<file path="config.mk">
export PLATFORM = sky130hd
export DESIGN_NAME = midi_transmitter_flat
export DESIGN_NICKNAME = d
export VERILOG_FILES = /design/src/rtl/midi_transmitter_if.sv /design/src/rtl/midi_transmitter.sv /design/src/flat_wrapper.sv
export SDC_FILE = /design/constraint.sdc
export NUM_CORES = 1
export LEC_CHECK = 0
export BUFFER_PORTS_ARGS = -buffer_cell sky130_fd_sc_hd__buf_2
export CAP_MARGIN = 20
export CORE_MARGIN = 3
export CORE_UTILIZATION = 55
export CTS_BUF_LIST = sky130_fd_sc_hd__clkbuf_2 sky130_fd_sc_hd__clkbuf_4 sky130_fd_sc_hd__clkbuf_8
export DETAILED_ROUTE_END_ITERATION = 10
export PLACE_DENSITY = 0.79
export SLEW_MARGIN = 10
export SYNTH_ARGS = -nofsm -noshare
export SYNTH_HDL_FRONTEND = slang
export SYNTH_SLANG_ARGS = --single-unit
</file>
<file path="constraint.sdc">
create_clock -name clk -period 2.2 [get_ports clk]
set_input_delay 0 -clock clk [delete_from_list [all_inputs] [get_ports clk]]
set_output_delay 0 -clock clk [all_outputs]
set_load 0.005 [all_outputs]
</file>
<file path="src/rtl/midi_transmitter_if.sv">
// Byte-stream handshake between a MIDI byte producer and the transmitter.
// The master drives bytes and the slave (the transmitter) signals free FIFO space.
interface midi_transmitter_if;
    logic [7:0] tx_data;
    logic       tx_valid;
    logic       tx_ready;

    modport master (output tx_data, output tx_valid, input tx_ready);
    modport slave  (input tx_data, input tx_valid, output tx_ready);
endinterface

</file>
<file path="src/rtl/midi_transmitter.sv">
// Serial MIDI transmitter: byte FIFO feeding an 8N1 LSB-first serialiser on midi_out.
// Define MIDI_RUNNING_STATUS_EN to drop repeated channel status bytes (running status).
module midi_transmitter #(
    parameter int CLKS_PER_BIT = 128,
    parameter int FIFO_DEPTH   = 4
) (
    input  logic                          clk,
    input  logic                          rst_n,
    midi_transmitter_if.slave             tx_if,
    output logic                          midi_out,
    output logic                          busy,
    output logic [$clog2(FIFO_DEPTH):0]   fifo_count
);

    localparam int PW = $clog2(FIFO_DEPTH);
    localparam int CW = PW + 1;
    localparam int TW = $clog2(CLKS_PER_BIT);
    localparam logic [TW-1:0] TICK_MAX = TW'(CLKS_PER_BIT - 1);
    localparam logic [CW-1:0] DEPTH_C  = CW'(FIFO_DEPTH);

    typedef enum logic [1:0] {
        IDLE,
        START,
        DATA,
        STOP
    } state_t;

    state_t         state;
    state_t         state_next;
    logic [7:0]     mem [FIFO_DEPTH];
    logic [PW-1:0]  wr_ptr;
    logic [PW-1:0]  rd_ptr;
    logic [CW-1:0]  count;
    logic [TW-1:0]  tick;
    logic [TW-1:0]  tick_next;
    logic [2:0]     bit_idx;
    logic [2:0]     bit_idx_next;
    logic [7:0]     shifter;
    logic [7:0]     shifter_next;
    logic [7:0]     head;
    logic           push;
    logic           pop;
    logic           line_next;
    logic           drop_head;

    assign tx_if.tx_ready = (count != DEPTH_C);
    assign push           = tx_if.tx_valid && tx_if.tx_ready;
    assign head           = mem[rd_ptr];
    assign busy           = (state != IDLE) || (count != '0);
    assign fifo_count     = count;

`ifdef MIDI_RUNNING_STATUS_EN
    logic [7:0] last_status;
    logic [7:0] last_status_next;

    // Channel status repeating the previous one is redundant on the wire.
    always_comb begin
        drop_head        = 1'b0;
        last_status_next = last_status;
        if (head >= 8'h80 && head <= 8'hEF) begin
            if (head == last_status) begin
                drop_head = 1'b1;
            end else begin
                last_status_next = head;
            end
        end else if (head >= 8'hF0 && head <= 8'hF7) begin
            last_status_next = 8'h00;
        end
    end

    always_ff @(posedge clk) begin
        if (!rst_n) begin
            last_status <= 8'h00;
        end else if (pop) begin
            last_status <= last_status_next;
        end
    end
`else
    assign drop_head = 1'b0;
`endif

    always_ff @(posedge clk) begin
        if (push) begin
            mem[wr_ptr] <= tx_if.tx_data;
        end
    end

    // Pointers wrap naturally because FIFO_DEPTH is a power of two.
    always_ff @(posedge clk) begin
        if (!rst_n) begin
            wr_ptr <= '0;
            rd_ptr <= '0;
            count  <= '0;
        end else begin
            if (push) begin
                wr_ptr <= wr_ptr + 1'b1;
            end
            if (pop) begin
                rd_ptr <= rd_ptr + 1'b1;
            end
            case ({push, pop})
                2'b10:   count <= count + 1'b1;
                2'b01:   count <= count - 1'b1;
                default: count <= count;
            endcase
        end
    end

    always_comb begin
        state_next   = state;
        tick_next    = tick;
        bit_idx_next = bit_idx;
        shifter_next = shifter;
        pop          = 1'b0;
        line_next    = 1'b1;
        case (state)
            IDLE: begin
                tick_next    = '0;
                bit_idx_next = '0;
                if (count != '0) begin
                    pop = 1'b1;
                    if (!drop_head) begin
                        shifter_next = head;
                        state_next   = START;
                    end
                end
            end
            START: begin
                line_next = 1'b0;
                if (tick == TICK_MAX) begin
                    tick_next    = '0;
                    bit_idx_next = '0;
                    state_next   = DATA;
                end else begin
                    tick_next = tick + 1'b1;
                end
            end
            DATA: begin
                line_next = shifter[0];
                if (tick == TICK_MAX) begin
                    tick_next    = '0;
                    shifter_next = {1'b0, shifter[7:1]};
                    if (bit_idx == 3'd7) begin
                        bit_idx_next = '0;
                        state_next   = STOP;
                    end else begin
                        bit_idx_next = bit_idx + 1'b1;
                    end
                end else begin
                    tick_next = tick + 1'b1;
                end
            end
            STOP: begin
                if (tick == TICK_MAX) begin
                    tick_next  = '0;
                    state_next = IDLE;
                    // Chain straight into the next start bit so frames abut.
                    if (count != '0) begin
                        pop = 1'b1;
                        if (!drop_head) begin
                            shifter_next = head;
                            state_next   = START;
                        end
                    end
                end else begin
                    tick_next = tick + 1'b1;
                end
            end
            default: begin
                state_next = IDLE;
            end
        endcase
    end

    // midi_out is registered, so the wire trails the FSM state by one cycle.
    always_ff @(posedge clk) begin
        if (!rst_n) begin
            state    <= IDLE;
            tick     <= '0;
            bit_idx  <= '0;
            shifter  <= '0;
            midi_out <= 1'b1;
        end else begin
            state    <= state_next;
            tick     <= tick_next;
            bit_idx  <= bit_idx_next;
            shifter  <= shifter_next;
            midi_out <= line_next;
        end
    end

endmodule
</file>
<file path="src/flat_wrapper.sv">
// flat-port wrapper written by rule: the top's interface ports become plain ports
module midi_transmitter_flat 
#(
    parameter int CLKS_PER_BIT = 128,
    parameter int FIFO_DEPTH   = 4
)
  (clk, rst_n, midi_out, busy, fifo_count, tx_if_tx_data, tx_if_tx_valid, tx_if_tx_ready);
  midi_transmitter_if tx_if_i ();
  input  logic clk;
  input  logic rst_n;
  output logic midi_out;
  output logic busy;
  output logic [$clog2(FIFO_DEPTH):0] fifo_count;
  input wire logic [$bits(tx_if_i.tx_data)-1:0] tx_if_tx_data;
  input wire logic [$bits(tx_if_i.tx_valid)-1:0] tx_if_tx_valid;
  output wire logic [$bits(tx_if_i.tx_ready)-1:0] tx_if_tx_ready;
  assign tx_if_i.tx_data = tx_if_tx_data;
  assign tx_if_i.tx_valid = tx_if_tx_valid;
  assign tx_if_tx_ready = tx_if_i.tx_ready;
  midi_transmitter #(.CLKS_PER_BIT(CLKS_PER_BIT), .FIFO_DEPTH(FIFO_DEPTH)) u_core (.clk(clk), .rst_n(rst_n), .tx_if(tx_if_i), .midi_out(midi_out), .busy(busy), .fifo_count(fifo_count));
endmodule
</file>
== After elaboration in Yosys (flattened, before gate mapping) ==
Memories as Yosys holds them, arrays and structs flattened. A register that Yosys moved wholly into a read port is not among the register bits.
Index checks and enable logic that the tools add are counted.
Word-level totals
  memories kept: 1
  flip-flop bits (word level): 28
  RAM bits: 32
  logic and storage cells: 66
  output and inout port bits: 6
  input port bits: 11
  ROM bits: 0
  bits in latches: 0
Memories
  u_core.mem: depth 4, width 8, read ports 1, clocked after memory_dff 1, write ports 1, RTL line midi_transmitter.sv:30  | logic [7:0] mem [FIFO_DEPTH];
Operators by class
  multipliers: 0
  bitwise gates (word level): 0
  divide/modulo/power cells: 0
  muxes and demuxes: 26
  reductions and logical operators: 12
  magnitude comparators: 0
  add/sub/neg operators: 6
  equality and inequality tests: 13
  shift operators: 0
Operators by type and width (count)
  $mux W8: 3
  $pmux W8 S3: 1
  $mux W2: 7
  $pmux W7 S2: 1
  $ne A2 B1 Y1 const B: 5
  $mux W3: 3
  $pmux W3 S3: 1
  $reduce_bool A3 Y1: 3
  $pmux W2 S4: 1
  $add A7 B1 Y7 const B: 1
  $eq A7 B7 Y1 const B: 1
  $mux W7: 1
  $add A3 B1 Y3 const B: 2
  $eq A2 B2 Y1 const B: 3
  $pmux W3 S2: 1
  $reduce_and A3 Y1: 2
  $mux W1: 5
  $reduce_and A5 Y1: 1
  $add A2 B1 Y2 const B: 2
  $eq A2 B1 Y1 const B: 2
  $pmux W1 S2: 2
  $reduce_bool A2 Y1: 2
  $eq A3 B3 Y1 const B: 1
  $ne A3 B3 Y1 const B: 1
  5 further kinds: 5

== Logic depth before layout (Yosys ltp) ==
Gate-level depths: netlist (run 1).
  depth in word-level cells: 6
  depth in mapped cells: 9
  gate-level depth less buffers: 9

== Least setup slack after synthesis (run 1) ==
Ideal clock, no wire load.
  path type: register to register
  start point: register u_core.tick[0]
  end point: register u_core.count[2], in the netlist u_core.fifo_count[2]
  arrival: 2.241 ns
  path buffers: 0
  required time: 2.127 ns
  path slack: -0.114 ns
  period minus slack after synthesis: 2.314 ns
  cell stages (with the launch flop): 10
  library setup time: 0.073 ns
  cell sequence: dfxtp_1 ha_1 and3_1 a31oi_1 nor3_2 ha_1 fa_1 xnor2_1 or3_1 a21oi_1
Between the ends
  cells in the longest elaborated chain, start to end: 5
  elaborated cells between the ends (all ways): 7
  classes of those cells: eq/ne (3); mux (3); reduce/logical (1)
RTL lines
  start: declaration: RTL line midi_transmitter.sv:34  | logic [TW-1:0] tick;
  start signal: assignment: RTL line midi_transmitter.sv:185  | tick <= tick_next;
  $eq A7 B7 Y1 (*): RTL line midi_transmitter.sv:154  | if (tick == TICK_MAX) begin
  $mux W1 (*): RTL line midi_transmitter.sv:154
  $pmux W1 S2 (*): RTL line midi_transmitter.sv:116  | case (state)
  named net u_core.pop: RTL line midi_transmitter.sv:42  | logic pop;
  $eq A2 B1 Y1 / $eq A2 B2 Y1 (equally long branches): RTL line midi_transmitter.sv:101  | case ({push, pop})
  $pmux W3 S2 / $reduce_bool A2 Y1 (equally long branches)
  end signal: assignment: RTL line midi_transmitter.sv:102  | 2'b10: count <= count + 1'b1;
  end signal: assignment: RTL line midi_transmitter.sv:103  | 2'b01: count <= count - 1'b1;
  end signal: assignment: RTL line midi_transmitter.sv:104  | default: count <= count;
  end: declaration: RTL line midi_transmitter.sv:33  | logic [CW-1:0] count;
The timed path passes the listed nets; every way through them passes the cells marked *.
A chain may end at the register's enable or synchronous reset.

== Worst setup path after layout (run 1) ==
Same ends and word-level chain as after synthesis.

==> flow_summary.ini, run 1 <==
[clock_network]
path_clk_slew_ns = 0.07
numCtsBuffers = 9
clk_latency_ns = 0.33
cts_tree = done
cts_root_buffer = clkbuf_8
clock-sinks = 62
h-tree-depth = 3
clockBufferDepth = 2

[power]
seqPwrFrac_pct = 37.6
powerDensity_nw_per_um2 = 1300
p_int_uw = 2755
p_leak_uw = 0.001292
swShare_pct = 35.23
pwr-share-clk_pct = 20.9
net-switching-power_uw = 1499
total_power_uw = 4253
peakVddDrop_v = 0.0009338
combPwrFrac_pct = 41.5

[timing]
skew_ns = 0.01170
setup-violations-final = 0
slew_headroom_pct = 63.19
fin_ws_ns = 0.03845
tns_ns = 0
slew_viol_final = 0
rsz0062_at_grt = yes
worst_pin_slew_ns = 0.5515
max_clock_freq_mhz = 462.6
hold_viol = 0
period_share_pct = 98.25
hold-worst-slack_ns = 0.1116
fin_crit_ns = 2.162

[synth]
ys_top_cells_by_area = edfxtp_1 35%, dfxtp_1 22%, mux4_2 6.6%, ha_1 5.9%, mux2i_1 5.5%
yosysUniqueCellTypes = 37
synth_top_cell_by_area = edfxtp_1
yosysSeqAreaShare_pct = 56.83
syn_nets = 231
synth_top_area_share_pct = 34.97
ys_ff_latch = 62
yosysMostFrequentCell = edfxtp_1
synth_edf_count = 32
syn_area_sq_um = 2748
synth.avg_cell_area_sq_um = 13.34
synth-async-reset-ratio_pct = 0
yosys-top-cells-count = 32 x edfxtp_1, 30 x dfxtp_1, 15 x mux2i_1, 14 x nand2_1
synth_ff_type = edfxtp_1
yosys_warnings = 0
synth_cells = 206

[detailed_routing]
wirelength_um = 4713
via_per_inst = 5.297
final_antenna_net_count = 0
vias = 1695
drtIter0Drc = 78
wl_per_cell_um = 14.73
drtPass1Iterations = 4
post-route-drc-count = 0

[setup_path]
worst-setup-path-type = flip-flop to flip-flop
max_stage_delay_ns = 0.34
cp_top_family = adder cells
worstPathRequired_ns = 2.45
reg2reg_slack_ns = 0.04
path_depth = 9
reg2reg_to = u_core.fifo_count[2]$_SDFFE_PN0P_
reg2reg_depth = 9
crit_path_end_kind = flip-flop
critical_path.endpoint = u_core.fifo_count[2]$_SDFFE_PN0P_
crit_start = u_core.tick[0]$_SDFF_PP0_
cpMaxStageDelayCell = fa_2
start_kind = flip-flop
worstPathMaxFanout = 2
crit_buf_inv = 0
arrival_ns = 2.41
r2r-start = u_core.tick[0]$_SDFF_PP0_
crit_chain = ha_1, and3_4, a31oi_4, nor3_2, ha_2, fa_2, xnor2_1, or3_1, a21oi_2

[worst_hold_path]
hp-class = input pin to flip-flop

[layout]
finish.net_count = 273
drive_above_1_share_pct = 30.04
antenna_cells = 0
syn2layout_area_growth_pct = 19.03
utilization_pct = 68.34

[placed_design]
pre_cts_slack_ns = 0.003245
dp_hpwl_um = 3337
gp_congestion = 0.8302
portBuffers = 16

[status]
status = completed

[floorplan]
fp-row-count = 25
start_util_pct = 57.41
core_area_sq_um = 4786
die_w_um = 76.68
io-pin-count = 17
die_y_um = 76.68
die_area_sq_um = 5880

[grt]
grt_pass1_wl_um = 8328
grt_overflow_total = 0
antenna_found_initial = 0
grt_pass1_vias = 1784
groute.usage.overall_pct = 18.14
grt_max_degree = 19

[run]
cap_viol_max_count = 0
## area by class of cell
| class | instances | area (sq um) |
|---|---|---|
| Multi-Input combinational cell | 129 | 1142 |
| Inverter | 8 | 30.03 |
| Sequential cell | 62 | 1565 |
| Clock inverter | 7 | 57.56 |
| Timing Repair Buffer | 38 | 267.8 |
| Tap cell | 67 | 83.83 |
| Fill cell | 337 | 1515 |
| Clock buffer | 9 | 123.9 |
## worst min-delay path, cell delays in order
cell and delay (ns):
buf_2 0.12, and2_4 0.15, nand2_1 0.06, a21oi_1 0.06
## through the flow
stage	std cells	cell area [sq um]
finish	320	3271
global route	320	3271
CTS	320	3263
detailed placement	295	2989
global placement	295	2989
floorplan	206	2770
## worst min-delay path by stage
stage,startpoint,cells after the start,endpoint
finish,tx_if_tx_valid,4,u_core.wr_ptr[1]$_SDFFE_PN0P_
global route,tx_if_tx_valid,4,u_core.wr_ptr[1]$_SDFFE_PN0P_
CTS,tx_if_tx_valid,4,u_core.wr_ptr[1]$_SDFFE_PN0P_
detailed placement,tx_if_tx_data[5],1,u_core.mem[2][5]$_DFFE_PP_
global placement,tx_if_tx_data[6],1,u_core.mem[2][6]$_DFFE_PP_
floorplan,tx_if_tx_data[0],0,u_core.mem[0][0]$_DFFE_PP_
## cell families after synthesis
logic type                 Yosys count  share of synthesized area (%)
and+or+nand+nor                     57                          11.11
xor gates and xnor gates             8                          2.550
muxes                               23                          12.02
buffers and inverters               15                          2.641
adders and majority gates           14                          6.649
DFF                                 62                          56.83
AOI/OAI and AO/OA                   27                          8.197
## flip-flops by register name, indices dropped and copies added, names as in the netlist, named ones only
name and flops:
u_core.shifter 8, u_core.mem 32, u_core.rd_ptr 2, u_core.wr_ptr 2
u_core.tick 7, u_core.bit_idx 3, u_core.fifo_count 3, u_core.midi_out 1
u_core.state 2
## per-layer routing
metal  wire, um  GRT usage (%)  up-vias  share of wire (%)
met3        174          3.286        6                3.7
met1       2196          22.89      814                 47
met2       2273          29.62       34                 48
met4         68          9.783        0                1.4
li1           -              -      841                  -
met5          0              0        -                  0
## cell usage in the layout, fill, tap and decap left out, types with 12 or more instances in the layout
cell,netlist,final
dfxtp_1,30,27
buf_2,1,16
nand2_1,14,14
edfxtp_1,32,32
buf_4,0,13
nor2_1,13,13
mux2i_1,15,15
ha_1,13,12
## power by group through the flow
stage	combinational [uW]	clock [uW]	sequential, uW
global placement	1720	0	1610
detailed placement	1750	0	1620
CTS	1770	917	1600
global route	1940	971	1630
finish	1770	888	1600
floorplan	1380	0	1570
## repair_timing
item,in CTS,in global routing
hold buffers,9,0
resized for setup,1,4
buffers inserted,0,0
pin swaps,0,3
setup endpoints to repair,1,1
hold endpoints to repair,33,0
Note: power is estimated with default switching activity, not from simulation.
==> run 2, diff against run 1 <==
ABC_CLOCK_PERIOD_IN_PS = 2200   (was unset)
CORE_ASPECT_RATIO = 1.5   (was unset)
==> flow_summary.ini, run 2 (same netlist as run 1, synthesis figures left out) <==
[floorplan]
io-pin-count = 17
die_area_sq_um = 5897
core_area_sq_um = 4654
die_w_um = 63.71
start_util_pct = 59.03
die_y_um = 92.57
fp-row-count = 30

[setup_path]
r2r-start = u_core.tick[0]$_SDFF_PP0_
reg2reg_slack_ns = 0.1
arrival_ns = 2.37
start_kind = flip-flop
max_stage_delay_ns = 0.33
reg2reg_depth = 9
worstPathMaxFanout = 2
crit_buf_inv = 0
worst-setup-path-type = flip-flop to flip-flop
reg2reg_to = u_core.fifo_count[2]$_SDFFE_PN0P_
cpMaxStageDelayCell = fa_2
worstPathRequired_ns = 2.47
crit_chain = ha_1, and3_4, a31oi_4, nor3_2, ha_2, fa_2, xnor2_1, or3_1, a21oi_1
cp_top_family = adder cells
crit_path_end_kind = flip-flop

[timing]
fin_crit_ns = 2.101
hold_viol = 0
tns_ns = 0
worst_pin_slew_ns = 0.5280
slew_viol_final = 0
slew_headroom_pct = 64.76
skew_ns = 0.008092
period_share_pct = 95.51
max_clock_freq_mhz = 475.9
rsz0062_at_grt = no
setup-violations-final = 0

[power]
total_power_uw = 4264
peakVddDrop_v = 0.0008097
p_leak_uw = 0.001289
powerDensity_nw_per_um2 = 1306

[clock_network]
clk_latency_ns = 0.34
path_clk_slew_ns = 0.07
cts_root_buffer = clkbuf_8
h-tree-depth = 3
clock-sinks = 62
clockBufferDepth = 2
cts_tree = done
numCtsBuffers = 9

[detailed_routing]
final_antenna_net_count = 0
via_per_inst = 5.404
wirelength_um = 4884
wl_per_cell_um = 15.41
drtIter0Drc = 74
drtPass1Iterations = 4
vias = 1713
post-route-drc-count = 0

[layout]
antenna_cells = 0
reg_top3 = u_core.mem: 32 flops, u_core.shifter: 8 flops, u_core.tick: 7 flops
finish.instance_area_sq_um = 3264
finish.net_count = 273
final_cell_mix = 32 x edfxtp_1, 28 x dfxtp_1, 16 x buf_2
syn2layout_area_growth_pct = 18.81
regMostFlops = u_core.mem
final_common_cell = edfxtp_1
largest_reg_flops = 32
nFillCells = 351
drive_above_1_share_pct = 29.64

[worst_hold_path]
worstHoldStart = tx_if_tx_valid
min_delay_worst_endpoint = u_core.wr_ptr[1]$_SDFFE_PN0P_
worstHoldPathCells = 4
hp-class = input pin to flip-flop

[status]
status = completed

[grt]
grt_pass1_wl_um = 8466
grt_max_degree = 19
grt_pass1_vias = 1795
grt_overflow_total = 0
groute.usage.overall_pct = 19.07
antenna_found_initial = 0

[run]
cap_viol_max_count = 0

[placed_design]
dp_hpwl_um = 3239
portBuffers = 16
place_area_sq_um = 2978
gp_congestion = 0.8003
## run 2: cell types whose count changed in the layout (fill, tap and decap cells not counted)
| cell | previous run | this run |
|---|---|---|
| a21oi_1 | 9 | 10 |
| a21oi_2 | 1 | 0 |
| clkinv_4 | 4 | 3 |
| dfxtp_1 | 27 | 28 |
| dfxtp_2 | 3 | 2 |
| ha_1 | 12 | 11 |
| ha_2 | 1 | 2 |
| inv_6 | 2 | 3 |
## run 2: per-stage QoR
step           hold WS, ns  utilization (%)  instances  setup slack [ns]
4_1_cts            0.06942            69.87        316           0.01897
5_1_grt             0.1180            70.13        317          0.008008
6_report           0.09685            70.13        317           0.09888
3_3_place_gp        0.2122            63.98        291           0.04573
3_5_place_dp        0.2170            63.98        291         -0.002162
2_1_floorplan      0.09887                -        206          0.002106
## run 2: layer usage
metal,track usage [%],up-vias,routed length [um]
met4,9.369,0,102
met1,21.38,834,2031
met2,33.74,21,2643
li1,-,849,-
met3,4.126,9,108
met5,0,-,0
## run 2: worst reg2reg max path, stage by stage, from the launching register on
cell and delay, ns:
dfxtp_1 0.32, ha_1 0.20, and3_4 0.19, a31oi_4 0.14
nor3_2 0.08, ha_2 0.18, fa_2 0.33, xnor2_1 0.14
or3_1 0.31, a21oi_1 0.14
## run 2: power by group
part	switching, uW	internal [uW]	leakage (uW)
Combinational	879	877	0.000655
Sequential	151	1450	0.000540
Clock	483	423	0.0000946
Total	1510	2750	0.00129
## run 2: worst max-delay path by stage
stage	from	endpoint	depth (start not counted)
3_3_place_gp	u_core.tick[0]$_SDFF_PP0_	u_core.fifo_count[2]$_SDFFE_PN0P_	9
4_1_cts	u_core.tick[0]$_SDFF_PP0_	u_core.fifo_count[2]$_SDFFE_PN0P_	9
5_1_grt	u_core.tick[0]$_SDFF_PP0_	u_core.fifo_count[2]$_SDFFE_PN0P_	9
3_5_place_dp	u_core.tick[0]$_SDFF_PP0_	u_core.fifo_count[2]$_SDFFE_PN0P_	9
6_report	u_core.tick[0]$_SDFF_PP0_	u_core.fifo_count[2]$_SDFFE_PN0P_	9
2_1_floorplan	u_core.tick[0]$_SDFF_PP0_	u_core.fifo_count[2]$_SDFFE_PN0P_	9
## run 2: what timing repair did
item / 4_1_cts / 5_1_grt
endpoints found under the setup margin: 1 / 2
pin swaps: 0 / 2
gates cloned: 0 / 0
buffers inserted: 0 / 1
resized for setup: 1 / 3
hold buffers: 9 / 0
endpoints found under the hold margin: 33 / 0
## run 2: final cells by class
class | count | area (sq um) | area share [%]
clock inverter | 7 | 57.56 | 1.763
clock buffer | 9 | 123.9 | 3.795
sequential | 62 | 1564 | 47.91
inverter | 8 | 30.03 | 0.9199
multi-input combinational | 129 | 1141 | 34.96
tap | 64 | 80.08 | 2.453
timing repair buffer | 38 | 267.8 | 8.202
